$ cat src/rtl/demux32_1to4_buf.sv
`default_nettype none
// ============================================================================
// Module  : demux32_1to4_buf
// Brief   : Buffered 1-to-4 demultiplexer with a one-entry holding register
//           and per-channel wrapping accept counters.
// Revision: 1.0
// ============================================================================
module demux32_1to4_buf #(
  parameter int WIDTH = 32,
  parameter int CNT_W = 8
) (
  input  logic               clk,
  input  logic               rst_n,
  input  logic [1:0]         select,
  input  logic [WIDTH-1:0]   in_data,
  input  logic               in_valid,
  output logic               in_ready,
  output logic [WIDTH-1:0]   outA,
  output logic [WIDTH-1:0]   outB,
  output logic [WIDTH-1:0]   outC,
  output logic [WIDTH-1:0]   outD,
  output logic [3:0]         out_valid,
  input  logic [3:0]         out_ready,
  output logic [4*CNT_W-1:0] xfer_cnt
);

  localparam logic [0:0] ST_EMPTY = 1'b0;
  localparam logic [0:0] ST_FULL  = 1'b1;

  logic             w_acc;
  logic [3:0]       w_load;
  logic [3:0]       w_drain;
  logic [WIDTH-1:0] w_hold [4];

  // Readiness looks only at the addressed channel so the source may retarget freely.
  assign in_ready = ~out_valid[select] | out_ready[select];
  assign w_acc    = in_valid & in_ready;

  generate
    for (genvar gi = 0; gi < 4; gi++) begin : g_ch
      logic [0:0]       r_state;
      logic [WIDTH-1:0] r_hold;
      logic [CNT_W-1:0] r_cnt;

      assign w_load[gi]  = w_acc & (select == 2'(gi));
      assign w_drain[gi] = (r_state == ST_FULL) & out_ready[gi];

      always_ff @(posedge clk or negedge rst_n) begin
        if (!rst_n) begin
          r_state <= ST_EMPTY;
          r_hold  <= '0;
          r_cnt   <= '0;
        end else begin
          if (w_load[gi]) begin
            r_state <= ST_FULL;
            r_hold  <= in_data;
            r_cnt   <= r_cnt + CNT_W'(1);
          end else if (w_drain[gi]) begin
            // Data is kept on drain; only the valid flag drops.
            r_state <= ST_EMPTY;
          end
        end
      end

      assign out_valid[gi]                = (r_state == ST_FULL);
      assign w_hold[gi]                   = r_hold;
      assign xfer_cnt[gi*CNT_W +: CNT_W]  = r_cnt;
    end
  endgenerate

  assign outA = w_hold[0];
  assign outB = w_hold[1];
  assign outC = w_hold[2];
  assign outD = w_hold[3];

endmodule
`default_nettype wire

$ cat config.mk
export PLATFORM = sky130hd
export DESIGN_NAME = demux32_1to4_buf
export DESIGN_NICKNAME = d
export VERILOG_FILES = /design/src/rtl/demux32_1to4_buf.sv
export SDC_FILE = /design/constraint.sdc
export NUM_CORES = 1
export LEC_CHECK = 0
export BUFFER_PORTS_ARGS = -buffer_cell sky130_fd_sc_hd__buf_2
export CORE_ASPECT_RATIO = 1.25
export CORE_UTILIZATION = 45
export CTS_CLUSTER_DIAMETER = 150
export DETAILED_ROUTE_END_ITERATION = 8
export PLACE_DENSITY = 0.75
export SETUP_SLACK_MARGIN = 0.4
export SLEW_MARGIN = 40
export SYNTH_ARGS = -nofsm -noshare
export SYNTH_HDL_FRONTEND = slang
export SYNTH_SLANG_ARGS = --single-unit
$ cat constraint.sdc
create_clock -name clk -period 1.55 [get_ports clk]
set_input_delay 0.31 -clock clk [delete_from_list [all_inputs] [get_ports clk]]
set_output_delay 0.31 -clock clk [all_outputs]
set_load 0.03 [all_outputs]
==> impl_metrics.toml, run 1 <==
[critical_path]
crit_chain = "nand2b_4 > mux4_2 > buf_6"
cp.depth = 3
cpMaxStageDelayCell = "mux4_2"
cp_num_buf_inv = 1
slowest_delay_ns = 0.53
path_delay_family = "multiplexers"
reg2reg_depth = 8
cp.arrival_ns = 1.64
critical_path.endpoint = "in_ready"
endpoint_kind = "output pin"
cp.required_ns = 1.24
crit_path_max_fanout = 3
timing.rr.end = "g_ch[0].r_cnt[4]"
r2r_slack_ns = -0.23
crit_path_start = "g_ch[0].r_state"
reg2reg_from = "g_ch[0].r_state"
critical_path_class = "reg2out"
cp-start-kind = "register"

[synthesis]
synth-seq-cells = 164
synth_largest_area_cell = "dfrtp_1"
synth_cell_types = 26
ys.flop_type = "dfrtp_1"
synthCells = 476
synthTopCellsByArea = "dfrtp_1 (64%), mux2_2 (17%), nand2_1 (6.6%), xnor2_1 (2.7%), nand4_1 (1.2%)"
yosys_warnings = 0
synth_top_cell_area_share = 0.643
synth_edf_count = 0
postSynthAreaPerCell_um2 = 13.4
synth_nets = 521
ys_seq_area_frac = 0.643
synth-async-reset-ratio = 1.00
netlist_area_um2 = 6380

[outcome]
outcome = "finished, violations left"
failed_checks = "negative setup slack"

[power_and_ir_drop]
p_total_mw = 18.3
p_leak_nw = 5.91
ir_drop_mv = 1.32
p_per_area_nw_per_um2 = 1550

[timing]
fin_crit_ns = 1.95
finClkSkew_ns = 0.0130
setup_violations = 111
period_share = 1.26
fin_ws_ns = -0.401
max_freq_mhz = 513
rsz0062_at_grt = "true"
drv_slew = 0
relSlewSlack = 0.655
worst_pin_slew_ns = 0.518
whs_ns = 0.125
finalHoldViolCount = 0

[routing]
wire_per_inst_um = 24.3
drtPass1Iterations = 4
drtIter0Drc = 310
drcViolationCount = 0
wirelength_mm = 25.7
via_count = 5723
via_per_inst = 5.43
antenna_left = 0

[floorplan]
floorplan.initialDensity = 0.462
die_h_um = 135
row_count = 48
dieArea_um2 = 14700
core_area_um2 = 13800
ios = 206
fp.dieW_um = 109

[clock_tree]
clockBufferDepth = 2
cts_tree = "yes"
htreeDepth = 4
cts_buffers = 17
clkSinkCount = 164
clkLatencyLatePin_ns = 0.43
clk_pin_slew_worst_paths_ns = 0.07
cts_root_buf = "clkbuf_16"

[hold_path]
min_path_type = "in2reg"

[flow_run]
maxCapViolCount = 0

[finish]
nets = 911
synthToLayoutAreaGrowth_pct = 85.5
seqCellArea_um2 = 4120
multi_input_area_um2 = 2780
mostFrequentLayoutCell = "buf_6"
layout-drive-gt1-share = 0.687
finish.utilization = 0.857
fill_cells = 589
final_cell_mix = "buf_6 (171), dfrtp_1 (153), buf_4 (135)"
antenna_cells = 0

[global_routing]
antenna_found_initial = 0
gr-total-overflow = 0
grt_pass1_wl_mm = 31.5
first_global_vias = 5677
grt_max_degree = 51
grt_usage = 0.294

[placed_design]
place_congestion = 0.758
dp_hpwl_mm = 10.8
port_buffers = 205
## area by class of cell
class | instances | share of cell area
inverter | 1 | 0.000317
sequential | 164 | 0.348
tap | 175 | 0.0185
multi-input combinational | 287 | 0.235
clock inverter | 15 | 0.0182
timing repair buffer | 395 | 0.344
clock buffer | 17 | 0.0360
## synthesized netlist by cell type (5+ instances only)
cell type,instances
and3_1,6
buf_2,13
dfrtp_1,164
mux2_2,96
nand2_1,112
nand2b_1,5
nand3_1,5
nand4_1,12
xnor2_1,20
xor2_1,8
## metal layers
layer	global-route usage	vias up	share of wire
met5	0	-	0
met3	0.0565	101	0.055
met4	0.138	0	0.056
li1	-	2386	-
met1	0.344	2943	0.36
met2	0.515	293	0.53
## flip-flops by register name, summed over array words and instances, names as in the netlist
name and flops:
outB 32, g_ch.r_cnt 32, outC 32, outD 32, outA 32, g_ch.r_state 4
## what timing repair did
item	CTS	global route
hold endpoints to repair	42	0
pin swaps	25	12
hold buffers	1	0
cloned	17	2
setup endpoints to repair	324	327
setup buffers	79	63
resized for setup	277	273
## cells by family after synthesis
family | synth area share
AOI/OAI and AO/OA | 0.00157
buffers and inverters | 0.0231
adders and majority gates | 0.00784
xor gates and xnor gates | 0.0384
and+or+nand+nor | 0.107
muxes | 0.178
DFF | 0.643
## power by group
part / internal [mW] / leakage (nW) / switching, mW
clock: 2.74 / 0.303 / 1.94
sequential: 5.22 / 1.99 / 0.857
combinational: 3.77 / 3.62 / 3.77
total: 11.7 / 5.91 / 6.57
## worst reg2reg max path, stage by stage, from the launching register on
cell and delay [ns]:
dfrtp_1 0.43, nand2b_4 0.11, buf_4 0.12, nor3b_4 0.25, buf_12 0.17, buf_12 0.12
buf_16 0.12, nand4_1 0.13, xnor2_1 0.24
## through the flow
stage          cells  area, um2  setup WS (ns)  TNS (ns)
2_1_floorplan    476       6640          0.120         0
3_3_place_gp     860       8010        -0.0514     -1.87
3_5_place_dp     860       8010        -0.0896     -4.00
4_1_cts          989      10600         -0.374     -1.31
5_1_grt         1054      11800         -0.429    -14.43
6_report        1054      11800         -0.401    -10.70
## how the worst min path moves through the flow
| stage | cells after the start | end | slack, ns | startpoint |
|---|---|---|---|---|
| 6_report | 3 | outC[6] | 0.13 | in_data[6] |
| 5_1_grt | 3 | outC[1] | 0.13 | in_data[1] |
| 4_1_cts | 3 | outC[27] | 0.11 | in_data[27] |
| 3_5_place_dp | 1 | g_ch[0].r_cnt[7] | 0.28 | rst_n |
| 3_3_place_gp | 1 | g_ch[0].r_cnt[7] | 0.28 | rst_n |
| 2_1_floorplan | 0 | g_ch[0].r_cnt[0] | 0.01 | rst_n |
No activity file was read; power rests on OpenSTA's default activity.
==> inputs of run 2 (changes only) <==
--- a/config.mk
+++ b/config.mk
@@ -5,12 +5,11 @@
 export SDC_FILE = /design/constraint.sdc
 export NUM_CORES = 1
 export LEC_CHECK = 0
-export BUFFER_PORTS_ARGS = -buffer_cell sky130_fd_sc_hd__buf_2
 export CORE_ASPECT_RATIO = 1.25
 export CORE_UTILIZATION = 45
 export CTS_CLUSTER_DIAMETER = 150
 export DETAILED_ROUTE_END_ITERATION = 8
-export PLACE_DENSITY = 0.75
+export DONT_BUFFER_PORTS = 1
 export SETUP_SLACK_MARGIN = 0.4
 export SLEW_MARGIN = 40
 export SYNTH_ARGS = -nofsm -noshare
==> impl_metrics.toml, run 2 (synthesis results as in run 1) <==
[outcome]
outcome = "finished, violations left"
failed_checks = "negative hold slack, negative setup slack"

[timing]
worst_pin_slew_ns = 0.401
whs_ns = -0.425
max_freq_mhz = 553
period_share = 1.17
finalHoldViolCount = 164
setup_violations = 117
fin_crit_ns = 1.81
finClkSkew_ns = 0.00721
rsz0062_at_grt = "true"
relSlewSlack = 0.732
drv_slew = 0
fin_ws_ns = -0.259

[clock_tree]
cts_tree = "yes"
cts_buffers = 17
clockBufferDepth = 2
clk_pin_slew_worst_paths_ns = 0.07
clkSinkCount = 164
cts_root_buf = "clkbuf_16"
htreeDepth = 4
clkLatencyLatePin_ns = 0.42

[global_routing]
antenna_found_initial = 0
use_met1 = 0.277
met3_usage = 0.0917
first_global_vias = 4498
grt_usage = 0.237
gr-total-overflow = 0
grt_max_degree = 165
gr-usage-met2 = 0.390
grt_pass1_wl_mm = 25.3
top_usage_layer = "met2"

[power_and_ir_drop]
p_total_mw = 14.9
p_per_area_nw_per_um2 = 1540
p_leak_nw = 4.33
ir_drop_mv = 1.07

[placed_design]
placedCellCount = 666
post-place-ws_ns = 0.0485
dp_hpwl_mm = 9.44
place_congestion = 0.751
port_buffers = 0
placedInstanceArea_um2 = 7030

[critical_path]
timing.rr.end = "outD[8]"
cp_num_buf_inv = 0
reg2reg_from = "g_ch[3].r_state"
crit_path_max_fanout = 3
cp-start-kind = "register"
cp.depth = 2
path_delay_family = "multiplexers"
crit_chain = "nand2b_4 > mux4_2"
cp.required_ns = 1.24
critical_path_class = "reg2out"
cpMaxStageDelayCell = "mux4_2"
reg2reg_depth = 8
r2r_slack_ns = -0.16
endpoint_kind = "output pin"
critical_path.endpoint = "in_ready"
slowest_delay_ns = 0.61
crit_path_start = "g_ch[3].r_state"
cp.arrival_ns = 1.50

[finish]
antenna_cells = 0
nets = 646
design_area_um2 = 9700
mostFrequentLayoutCell = "dfrtp_2"
stdcell_count = 789
synthToLayoutAreaGrowth_pct = 52.0
final_cell_mix = "dfrtp_2 (146), mux2_4 (99), nand2_2 (51)"
finish.utilization = 0.702
layout-drive-gt1-share = 0.748

[hold_path]
min_path_type = "in2async"

[routing]
wire_per_inst_um = 23.4
antenna_left = 0
via_count = 4230
drtIter0Drc = 224
via_per_inst = 5.36
drtPass1Iterations = 4
drcViolationCount = 0
wirelength_mm = 18.5

[floorplan]
ios = 206
core_area_um2 = 13800
row_count = 48
fp.dieW_um = 109
dieArea_um2 = 14700
die_h_um = 135
floorplan.initialDensity = 0.462

[flow_run]
maxCapViolCount = 0
[run 2: cell count changes in the layout (fill, tap and decap cells not counted), sizes merged]
| cell | delta |
|---|---|
| buf | -300 |
| bufinv | -3 |
| clkinv | +3 |
| clkbuf | +5 |
| dlygate4sd3 | +32 |
| clkinvlp | +1 |
| inv | -3 |
[run 2: per-stage QoR]
stage / hold WS (ns) / setup TNS (ns)
after detailed placement: 0.0176 / 0
after CTS: -0.440 / -7.20
after global placement: 0.0172 / 0
after floorplan: 0.0144 / 0
final: -0.425 / -9.09
after global routing: -0.445 / -16.41
[run 2: power breakdown]
| part | switching, mW | internal [mW] |
|---|---|---|
| Clock | 1.79 | 2.32 |
| Sequential | 2.30 | 5.36 |
| Combinational | 1.37 | 1.80 |
| Total | 5.46 | 9.47 |
[run 2: what timing repair did]
item	CTS	global route
setup endpoints to repair	325	327
cloned	11	6
pin swaps	30	29
setup buffers	31	10
endpoints found under the hold margin	197	165
hold buffers	32	1
gates resized for setup	151	212
[run 2: worst register-to-register path, cell delays in order (launching register included)]
cell and delay (ns):
dfrtp_1 0.41, nand2b_4 0.09, buf_6 0.09, buf_6 0.08, buf_6 0.08, and4_4 0.26
buf_12 0.13, buf_12 0.14, mux2_4 0.31
[run 2: how the worst min path moves through the flow]
stage / from / to / slack, ns
after detailed placement: rst_n / outD[6] / 0.02
after floorplan: rst_n / g_ch[0].r_cnt[0] / 0.01
after global placement: rst_n / outD[6] / 0.02
after CTS: rst_n / outD[6] / -0.44
after global routing: rst_n / outD[6] / -0.45
final: rst_n / outD[7] / -0.42
[run 2: final cells by class]
| class | count | area (um2) |
|---|---|---|
| inverter | 1 | 3.75 |
| tap | 175 | 219 |
| timing repair buffer | 130 | 1740 |
| fill | 906 | 4120 |
| clock buffer | 19 | 453 |
| sequential | 164 | 4290 |
| multi-input combinational | 287 | 2880 |
| clock inverter | 13 | 125 |
[run 2: layer usage]
metal | wire length [um] | part of all wire | vias to the layer above
li1 | - | - | 1855
met1 | 7390 | 0.40 | 2196
met2 | 9380 | 0.51 | 158
met3 | 1460 | 0.079 | 21
met4 | 227 | 0.012 | 0
met5 | 0 | 0 | -
==> inputs of run 3 (changes only) <==
--- a/config.mk
+++ b/config.mk
@@ -5,6 +5,7 @@
 export SDC_FILE = /design/constraint.sdc
 export NUM_CORES = 1
 export LEC_CHECK = 0
+export ABC_AREA = 1
 export CORE_ASPECT_RATIO = 1.25
 export CORE_UTILIZATION = 45
 export CTS_CLUSTER_DIAMETER = 150
==> impl_metrics.toml, run 3 <==
[finish]
finish.utilization = 0.584
synthToLayoutAreaGrowth_pct = 27.2
layout-drive-gt1-share = 0.314
mostFrequentLayoutCell = "nand2_1"
nets = 957
antenna_cells = 0
final_cell_mix = "nand2_1 (369), nand4_1 (160), dfrtp_2 (145)"

[timing]
finalHoldViolCount = 164
whs_ns = -0.417
worst_pin_slew_ns = 0.357
max_freq_mhz = 623
fin_crit_ns = 1.61
rsz0062_at_grt = "true"
drv_slew = 0
fin_setup_tns_ns = -0.345
relSlewSlack = 0.762
finClkSkew_ns = 0.00876
fin_ws_ns = -0.0557
period_share = 1.04
setup_violations = 33

[power_and_ir_drop]
p_leak_nw = 4.59
p_per_area_nw_per_um2 = 1510
ir_drop_mv = 1.05
p_total_mw = 14.3

[floorplan]
floorplan.initialDensity = 0.459
dieArea_um2 = 17100
row_count = 52
die_h_um = 146
ios = 206
fp.dieW_um = 117
core_area_um2 = 16200

[global_routing]
grt_max_degree = 165
first_global_vias = 6078
use_met1 = 0.313
top_usage_layer = "met2"
gr-total-overflow = 0
grt_usage = 0.251
gr-usage-met2 = 0.400
met3_usage = 0.0933
grt_pass1_wl_mm = 33.2
antenna_found_initial = 0

[synthesis]
postSynthAreaPerCell_um2 = 8.58
synth_mux_area_frac = 0
synth_compound_area_frac = 0.00740
synth-async-reset-ratio = 1.00
synthTopCellsByArea = "dfrtp_1 (55%), nand2_1 (19%), nand4_1 (13%), buf_6 (1.5%), buf_2 (1.5%)"
synth_nets = 912
synthXorXnorAreaFrac = 0.0141
netlist_area_um2 = 7440
synth_adder_area_share = 0.00672
synth_largest_area_cell = "dfrtp_1"
synth_top_family_by_area = "simple AND/OR/NAND/NOR gates"
synth_top_cell_area_share = 0.551
synth_common_cells = "nand2_1 (377), dfrtp_1 (164), nand4_1 (160)"
ys_seq_area_frac = 0.551
synth_cell_types = 19
yosys_warnings = 0
synthCells = 867
synth.most_common_cell = "nand2_1"
synth-seq-cells = 164
synthSimpleGateAreaFrac = 0.353
ys.flop_type = "dfrtp_1"
synth_edf_count = 0

[routing]
wire_per_inst_um = 19.9
antenna_left = 0
drcViolationCount = 0
wirelength_mm = 22.7
via_count = 6485
via_per_inst = 5.69
drtIter0Drc = 559
drtPass1Iterations = 5

[placed_design]
post-place-ws_ns = 0.103
place_congestion = 0.804
dp_hpwl_mm = 12.7
port_buffers = 0

[flow_run]
maxCapViolCount = 0

[critical_path]
cpMaxStageDelayCell = "dfrtp_1"
cp-start-kind = "register"
cp.required_ns = 1.24
endpoint_kind = "output pin"
crit_path_frequent_cell = "nand2_1"
critical_path_class = "reg2out"
crit_chain = "nand2_1 > nand2_1 > nand2_1 > nand2_2 > nand2_4 > buf_16"
slowest_delay_ns = 0.40
r2r_slack_ns = -0.03
cp.arrival_ns = 1.30
crit_path_max_fanout = 5

[clock_tree]
htreeDepth = 4
cts_tree = "yes"
clockBufferDepth = 2
clkSinkCount = 164
clkLatencyLatePin_ns = 0.42
clk_pin_slew_worst_paths_ns = 0.06
cts_root_buf = "clkbuf_16"
cts_hold_buf = 4
cts_buffers = 17

[outcome]
outcome = "finished, violations left"
failed_checks = "negative hold slack, negative setup slack"

[hold_path]
min_path_type = "in2async"
==> run 3: cell count changes after synthesis, sizes merged, moves of 17 or more <==
cell    delta
inv       +22
nand2    +265
nor2      +18
mux2      -99
clkbuf    +25
nand3     +17
buf       +25
nand4    +148
==> run 3: final cells by class <==
cell class                 count  area, um2
timing repair buffer         100       1340
inverter                      23       86.3
tap                          216        270
clock inverter                13        125
sequential                   164       4290
clock buffer                  18        439
fill                        1384       6740
multi-input combinational    606       2920
==> run 3: worst paths after layout <==
check / from / endpoint / cells past startpoint
worst min register to register: g_ch[1].r_cnt[4] / g_ch[1].r_cnt[4] / 2
min in group clk: in_data[10] / outC[10] / 2
worst max-delay path: g_ch[1].r_state / in_ready / 6
max in group asynchronous: rst_n / outB[24] / 0
worst max register to register: g_ch[1].r_state / outD[22] / 11
worst min-delay path: rst_n / outC[6] / 0
==> run 3: report_power, final <==
part	total, mW	switching [mW]	leakage [nW]	internal [mW]
Combinational	2.81	1.56	2.43	1.25
Clock	4.07	1.80	0.268	2.27
Sequential	7.42	2.13	1.90	5.28
==> run 3: cell families (layout without fill, tap and decap cells) <==
group	Yosys count	count (layout)
AO/OA/AOI/OAI	11	11
XOR/XNOR	12	12
adder cells (fa/ha/maj)	4	4
buffers and inverters	97	154
flip-flops	164	164
AND/OR/NAND/NOR	579	579
==> run 3: through the flow <==
| step | cell area (um2) | cells |
|---|---|---|
| floorplan | 7500 | 867 |
| finish | 9460 | 1140 |
| global placement | 7820 | 1059 |
| detailed placement | 7820 | 1059 |
| CTS | 8710 | 1104 |
| global route | 9460 | 1140 |
==> run 3: routing by layer <==
metal / wire length, um / vias to the layer above
met5: 0 / -
met4: 359 / 0
met2: 11200 / 292
met3: 2320 / 31
met1: 8830 / 3159
li1: - / 3003
==> run 3: repair_timing <==
action | in CTS | in global routing
cloned | 5 | 11
buffers inserted | 5 | 25
gates resized for setup | 24 | 180
setup endpoints to repair | 328 | 329
pin swaps | 1 | 4
hold endpoints to repair | 168 | 164
==> run 3: worst max-delay path: cells and delay by family, from the launching register on <==
kind	cells	cell delay, ns
flip-flops	1	0.40
AND/OR/NAND/NOR	5	0.33
buffers and inverters	1	0.15
